### src/rtl/operand_fetch_stage_pkg.sv
// ============================================================================
// operand_fetch_stage_pkg : shared widths for the operand fetch stage
// Revision: 1.0
// ============================================================================
`default_nettype none

package operand_fetch_stage_pkg;

    localparam int OFS_DATA_W  = 20;
    localparam int OFS_SEL_W   = 4;
    localparam int OFS_REG_CNT = 16;
    localparam int OFS_OP_W    = 5;

endpackage : operand_fetch_stage_pkg

`default_nettype wire

### src/rtl/reg_scoreboard.sv
// ============================================================================
// reg_scoreboard : per-register pending-write flags, set beats clear
// Revision: 1.0
// ============================================================================
`default_nettype none

module reg_scoreboard
    import operand_fetch_stage_pkg::*;
#(
    parameter int SEL_W   = OFS_SEL_W,
    parameter int REG_CNT = OFS_REG_CNT
) (
    input  logic               clk,
    input  logic               reset,
    input  logic               set_i,
    input  logic [SEL_W-1:0]   set_sel_i,
    input  logic               clr_i,
    input  logic [SEL_W-1:0]   clr_sel_i,
    output logic [REG_CNT-1:0] busy_o
);

    logic [REG_CNT-1:0] busy_q;
    logic [REG_CNT-1:0] busy_d;

    // Set is applied after clear so an issue in the writeback cycle keeps the flag.
    always_comb begin
        busy_d = busy_q;
        if (clr_i) begin
            busy_d[clr_sel_i] = 1'b0;
        end
        if (set_i) begin
            busy_d[set_sel_i] = 1'b1;
        end
    end

    always_ff @(posedge clk or negedge reset) begin
        if (!reset) begin
            busy_q <= '0;
        end else begin
            busy_q <= busy_d;
        end
    end

    assign busy_o = busy_q;

endmodule : reg_scoreboard

`default_nettype wire

### src/rtl/operand_fetch_stage.sv
// ============================================================================
// operand_fetch_stage : hazard check, writeback bypass and output register
// Revision: 1.0
// ============================================================================
`default_nettype none

module operand_fetch_stage
    import operand_fetch_stage_pkg::*;
#(
    parameter int DATA_W  = OFS_DATA_W,
    parameter int SEL_W   = OFS_SEL_W,
    parameter int REG_CNT = OFS_REG_CNT,
    parameter int OP_W    = OFS_OP_W
) (
    input  logic               clk,
    input  logic               reset,
    input  logic               in_valid,
    output logic               in_ready,
    input  logic [OP_W-1:0]    in_op,
    input  logic [SEL_W-1:0]   in_src1,
    input  logic [SEL_W-1:0]   in_src2,
    input  logic               in_use1,
    input  logic               in_use2,
    input  logic [SEL_W-1:0]   in_dst,
    input  logic               in_wdst,
    output logic [SEL_W-1:0]   r1_select,
    output logic [SEL_W-1:0]   r2_select,
    input  logic [DATA_W-1:0]  read1,
    input  logic [DATA_W-1:0]  read2,
    input  logic               wb_w,
    input  logic [SEL_W-1:0]   wb_select,
    input  logic [DATA_W-1:0]  wb_data,
    output logic               out_valid,
    input  logic               out_ready,
    output logic [OP_W-1:0]    out_op,
    output logic [SEL_W-1:0]   out_dst,
    output logic               out_wdst,
    output logic [DATA_W-1:0]  out_a,
    output logic [DATA_W-1:0]  out_b,
    output logic [REG_CNT-1:0] busy
);

    logic wbhit1, wbhit2, wbhitd;
    logic raw1, raw2, waw;
    logic space, accept;
    logic [DATA_W-1:0] op_a, op_b;

    logic              out_valid_q, out_valid_d;
    logic [OP_W-1:0]   out_op_q,    out_op_d;
    logic [SEL_W-1:0]  out_dst_q,   out_dst_d;
    logic              out_wdst_q,  out_wdst_d;
    logic [DATA_W-1:0] out_a_q,     out_a_d;
    logic [DATA_W-1:0] out_b_q,     out_b_d;

    assign r1_select = in_src1;
    assign r2_select = in_src2;

    // The register file commits on the edge, so a writeback this cycle both
    // resolves the hazard and supplies the data.
    assign wbhit1 = wb_w && (wb_select == in_src1);
    assign wbhit2 = wb_w && (wb_select == in_src2);
    assign wbhitd = wb_w && (wb_select == in_dst);

    assign raw1 = in_use1 && busy[in_src1] && !wbhit1;
    assign raw2 = in_use2 && busy[in_src2] && !wbhit2;
    assign waw  = in_wdst && busy[in_dst]  && !wbhitd;

    assign space    = !out_valid_q || out_ready;
    assign in_ready = space && !raw1 && !raw2 && !waw;
    assign accept   = in_valid && in_ready;

    assign op_a = wbhit1 ? wb_data : read1;
    assign op_b = wbhit2 ? wb_data : read2;

    always_comb begin
        out_valid_d = out_valid_q;
        out_op_d    = out_op_q;
        out_dst_d   = out_dst_q;
        out_wdst_d  = out_wdst_q;
        out_a_d     = out_a_q;
        out_b_d     = out_b_q;
        if (accept) begin
            out_valid_d = 1'b1;
            out_op_d    = in_op;
            out_dst_d   = in_dst;
            out_wdst_d  = in_wdst;
            out_a_d     = op_a;
            out_b_d     = op_b;
        end else if (out_ready) begin
            out_valid_d = 1'b0;
        end
    end

    always_ff @(posedge clk or negedge reset) begin
        if (!reset) begin
            out_valid_q <= 1'b0;
            out_op_q    <= '0;
            out_dst_q   <= '0;
            out_wdst_q  <= 1'b0;
            out_a_q     <= '0;
            out_b_q     <= '0;
        end else begin
            out_valid_q <= out_valid_d;
            out_op_q    <= out_op_d;
            out_dst_q   <= out_dst_d;
            out_wdst_q  <= out_wdst_d;
            out_a_q     <= out_a_d;
            out_b_q     <= out_b_d;
        end
    end

    assign out_valid = out_valid_q;
    assign out_op    = out_op_q;
    assign out_dst   = out_dst_q;
    assign out_wdst  = out_wdst_q;
    assign out_a     = out_a_q;
    assign out_b     = out_b_q;

    reg_scoreboard #(
        .SEL_W   (SEL_W),
        .REG_CNT (REG_CNT)
    ) u_scoreboard (
        .clk       (clk),
        .reset     (reset),
        .set_i     (accept && in_wdst),
        .set_sel_i (in_dst),
        .clr_i     (wb_w),
        .clr_sel_i (wb_select),
        .busy_o    (busy)
    );

endmodule : operand_fetch_stage

`default_nettype wire

### config.mk
export PLATFORM = sky130hd
export DESIGN_NAME = operand_fetch_stage
export DESIGN_NICKNAME = d
export VERILOG_FILES = /design/src/rtl/operand_fetch_stage_pkg.sv /design/src/rtl/reg_scoreboard.sv /design/src/rtl/operand_fetch_stage.sv
export SDC_FILE = /design/constraint.sdc
export NUM_CORES = 1
export LEC_CHECK = 0
export ABC_AREA = 1
export BUFFER_PORTS_ARGS = -buffer_cell sky130_fd_sc_hd__buf_2
export CORE_MARGIN = 5
export CORE_UTILIZATION = 53
export DETAILED_ROUTE_END_ITERATION = 6
export PLACE_DENSITY_LB_ADDON = 0.05
export SLEW_MARGIN = 10
export SYNTH_ARGS = -nofsm -noshare
export SYNTH_HDL_FRONTEND = slang
export SYNTH_HIERARCHICAL = 1
export SYNTH_SLANG_ARGS = --single-unit
### constraint.sdc
create_clock -name clk -period 3.9 [get_ports clk]
set_input_delay 0.585 -clock clk [delete_from_list [all_inputs] [get_ports clk]]
set_output_delay 0.585 -clock clk [all_outputs]
set_load 0.01 [all_outputs]
# Word-level counts from Yosys, hierarchy flattened
# Cells that the tools add are included.
# classes
n_reduce_logical	25
order_cmp	6
eq_ne	3
mux	16
bitwise_logic	3
# ops
op	count
$mux 20	2
$mux 16	2
$lt 4x5->1 const B	4
$and 16x16->16	1
$logic_and 1x1->1	16
$not 16->16	1
$or 16x16->16	1
$bmux 1 s4	3
$eq 4x4->1	3
$demux 1 s4	2
$ge 4x1->1 const B	2
$logic_not 1->1	7
$mux 1	7
$reduce_bool 2->1	1
$logic_or 1x1->1	1
# word_totals
reg_bits	67
inputBits	89

# Logic depth before layout (Yosys ltp)
# logic_depth
ltp_word	11
ltp_mapped	18
mapped_depth_nobuf	16

# Hierarchy
# Netlist, hierarchy kept.
# by_module_without_submodules
mod	area_each_um2	n_inst	cells_per_inst
operand_fetch_stage	3413.3	1	508
reg_scoreboard	829.5	1	112

# Worst setup path after synthesis
# OpenSTA, ideal clock, no wires.
# synth_path
path_type	in2out
from	in in_src2[0]
to	out in_ready
arrival_ns	1.635
stages	11
path_slack_ns	1.680
t_required_ns	3.315
cell_sequence	buf_4 -> clkinv_2 -> nor2_1 -> nor2_4 -> nand3b_4 -> nand2_2 -> inv_2 -> nand2_2 -> nand2_2 -> nor2_8 -> buf_6
# synth_via
elab_chain_len	7
word_cells_on_any_way	10
# synth_rtl
element	line_no	source
start: declaration	operand_fetch_stage.sv:21	input logic [SEL_W-1:0] in_src2,
$bmux 1 s4 or $eq 4x4->1 (tied branches)	operand_fetch_stage.sv:65, operand_fetch_stage.sv:61	
$mux 1 (implied by the code) or $logic_and 1x1->1 (tied branches)	operand_fetch_stage.sv:65, operand_fetch_stage.sv:61	
$logic_and 1x1->1 or $logic_not 1->1 (tied branches)	operand_fetch_stage.sv:65	assign raw2 = in_use2 && busy[in_src2] && !wbhit2;
$logic_and 1x1->1 *	operand_fetch_stage.sv:65	
$logic_not 1->1 *	operand_fetch_stage.sv:69	assign in_ready = space && !raw1 && !raw2 && !waw;
$logic_and 1x1->1 * (2 in series)	operand_fetch_stage.sv:69	
end: declaration	operand_fetch_stage.sv:18	output logic in_ready,
# Every way passes the cells marked *; elsewhere a longest branch is shown, timed or not. The select of a mux whose other input is x is not followed.

# Worst setup path in the final report
# layout_path
from	in wb_w
to	out in_ready
# layout_via
elab_chain_len	7
word_cells_on_any_way	15
# layout_rtl
element	line_no	source
start: declaration	operand_fetch_stage.sv:30	input logic wb_w,
$logic_and 1x1->1	operand_fetch_stage.sv:60	assign wbhit1 = wb_w && (wb_select == in_src1);
$logic_not 1->1	operand_fetch_stage.sv:64	assign raw1 = in_use1 && busy[in_src1] && !wbhit1;
$logic_and 1x1->1	operand_fetch_stage.sv:64	
$logic_not 1->1	operand_fetch_stage.sv:69	
$logic_and 1x1->1 (2 in series)	operand_fetch_stage.sv:69	
$logic_and 1x1->1 *	operand_fetch_stage.sv:69	
# Every way passes the cells marked *; elsewhere a longest branch is shown, timed or not.

==> run summary <==
The number of buffers created by CTS is 9. During placement, the flow inserted port buffers numbering 164. Using the TritonRoute via totals, the vias-per-cell ratio works out to 5.20. The tools report the source of the critical timing path as wb_w. In this run the register-to-register setup slack is 1.53 ns. The clock root buffer master was clkbuf_8.

Leaving out fill and tap cells, the most frequent cells in the layout are nand2_1 (243), buf_2 (164), nand3_1 (112), dfrtp_1 (67), inv_1 (62). The flow ran to the end, and the final reports show no timing, DRC or antenna violations. The number of setup buffers added after CTS is 0. After synthesis, flip-flops and latches occupy 39.5% of the total area. Counting every net in the synthesized netlist gives 709.

The signed area change from the synthesized netlist to the final layout came out at 21.2%. Based on the critical path, the design can be clocked at up to 0.335 GHz. Summing the areas of all compound-gate instances in the mapped netlist gives 6.72% of the synthesized area.

The reg-to-reg critical path startpoint is u_scoreboard/busy_o[1]. The mapped netlist covers 4240 um2. Path category of the worst min-delay check: in -> async. The number of nets in the layout is 851, and the final count of negative-setup-slack endpoints is 0. Summed over all layers, the global routing overflow is 0. The final design utilization is 66.2%, and the level count of the clock H-tree is 3. The number of failing hold endpoints at the final stage was 0.

The worst setup path is launched from a primary input. The synthesized design contains 67 register bits. The period utilization is 76.5%, and the core footprint is 7770 um2. The clock period could shrink to 2.98 ns.

After clock tree synthesis, the clock-pin slew on the worst setup and hold paths is 0.09 ns. The design draws 2400 uW. Hold repair after CTS inserted 0 buffers. The largest family of logic cells by synthesized area was simple AND/OR/NAND/NOR gates.

Most common library cell in the layout ignoring fill and taps: nand2_1. The run gives 0 ns as the total negative slack. The die covers 9890 um2. The wire-length estimate of the detail-placed layout is 9.88 mm.

The first global-routing pass estimated 20.9 mm of wire. Chip width: 99.5 um. For the worst setup path, the data arrival time is 2.40 ns. The total track usage was 26.3%; the total number of vias was 4519.

The run gives 2 as the maximum clock path buffer count. The routability congestion estimate from global placement is 0.949. The number of unique standard cell types used by synthesis was 32. At the worst endpoint, the required time is 3.31 ns. TritonCTS built the clock tree. For the count of pins on the block boundary, the log shows 165. The basic-gate share of the synthesized area counting and, or, nand and nor cells was 40.3%; the count of yosys warnings during synthesis was 6. Averaged over all synthesized cells, the footprint is 6.84 um2. At the later pin of the worst-skew pair, clock insertion delay measures 0.35 ns. The number of clock sinks seen by CTS is 67, and the number of resized instances in the post-cts repair step is 0.

The DRC violations left came out at 0. Once the floorplan was initialized, standard cells occupied 54.6% of the core. The tools report the floorplan row count as 32. Normalized max-slew margin: 32.9%. Setup repair after global routing left no endpoint under its margin.

The aggregate routed wire length is 13.1 mm, and the depth of the worst register-to-register path is 15. The run gives 0.0221 ns as the post-route clock skew. In this run the vertical extent of the chip is 99.5 um. In the final routed layout, each cell accounts on average for 15.0 um. For the via count of the first global-routing pass, the log shows 4165. In this run the worst path has a maximum fanout of 41. The tools report the capturing element of the worst setup path as in_ready.

At the pin with the least slew margin, the transition time is 1.01 ns. The leakage power was 0.00314 uW. The number of slew-limit violations in the final report was 0; the number of antenna violations at the first check in global routing was 0. The repair_antennas step left the layout with diodes totalling 0. The fraction of layout instances using a drive strength above 1 was 27.0%. STA classifies the critical path endpoint as a primary output. The fraction of the mapped netlist area in adder cells is 0%. The endpoint identified for the worst register-to-register timing path is u_scoreboard/busy_o[7]. The synthesized instance count was 620.

The run gives 298 as the initial detailed-routing violation count. The setup path with the least slack is of type in -> out. The number of max-cap violations is 0, and the detailed-routing iteration count for the pre-antenna-repair pass is 5. In the synthesized netlist, mux cells make up 0% of the area. The detail route stage leaves a number of antenna-violating nets equal to 0.

Entering global routing, the biggest net connects 52 pins. VDD sags by at most 283 uV. The power per cell area works out to 466 nW/um2. After filler insertion, the fill cell instance count of the layout stands at 760. The parity-gate share of the synthesized area counting xor and xnor cells came out at 0.826%.
layout make-up:
cell class              instances  area (um2)  area share, %
repair buffers                168         851           16.5
inverters                      69         263           5.11
clock inverters                 5        61.3           1.19
well taps                     102         128           2.48
multi-input cells             447        2030           39.5
clock buffers                  11         131           2.56
flip-flops and latches         67        1680           32.6
cell usage after synthesis (all sizes together):
library cell  number  area, um2
a21oi              2       13.8
dfrtp             67       1680
nand4              1       6.26
inv               67        254
nand2            250        961
buf               30        246
xor2               2       17.5
clkinv             2       8.75
o21ai             49        249
and3               1       6.26
nand3b             3       38.8
nor2              21        120
clkbuf             7       26.3
xnor2              2       17.5
o21bai             3       22.5
nand3            113        578
routing by layer:
layer  global-route usage (%)  part of all wire (%)  wire length (um)
met1                     38.4                    43              5660
met2                     39.8                    45              5870
met3                     6.45                    11              1380
met4                     5.57                   1.1               148
met5                        0                     0                 0
report_power, final:
group	switching, uW	internal, uW	leakage, uW	total [uW]
combinational	517	306	0.00220	823
clock	284	300	0.0000979	584
sequential	117	875	0.000844	992
total	918	1480	0.00314	2400
cell families after synthesis:
family / after synthesis
and+or+nand+nor: 389
DFF: 67
xor gates and xnor gates: 4
AOI/OAI and AO/OA: 54
buffers and inverters: 106
how the worst min path moves through the flow:
stage | start | to | cells past startpoint | slack, ns
floorplan | reset | out_a[0] | 0 | 0.29
global placement | out_b[8] | out_b[8] | 2 | 0.45
detailed placement | out_a[3] | out_a[3] | 2 | 0.45
CTS | reset | out_a[19] | 1 | 0.43
global route | in_op[2] | out_op[2] | 3 | 0.47
finish | reset | out_a[19] | 1 | 0.41
state kept, by name, indices dropped and copies added (netlist names):
name,count
out_wdst,1
u_scoreboard/busy_o,16
out_valid,1
out_dst,4
out_a,20
out_op,5
out_b,20
worst max-delay path: stages:
cell and delay (ns):
buf_2 0.23, o21ai_0 0.13, nor2_1 0.19, nand3b_4 0.35, nand2_2 0.17, inv_2 0.06
nand2_2 0.06, nand2_2 0.08, nor2_8 0.32, buf_2 0.20
through the flow:
stage / setup WS [ns] / instance area [um2] / std cells / hold slack (ns)
2_1_floorplan: 1.68 / 4240 / 620 / 0.289
3_3_place_gp: 0.885 / 4950 / 853 / 0.449
3_5_place_dp: 0.831 / 4950 / 853 / 0.454
4_1_cts: 0.935 / 5140 / 869 / 0.435
5_1_grt: 0.658 / 5140 / 869 / 0.473
6_report: 0.917 / 5140 / 869 / 0.408
Power figures use the tool's default switching activity.
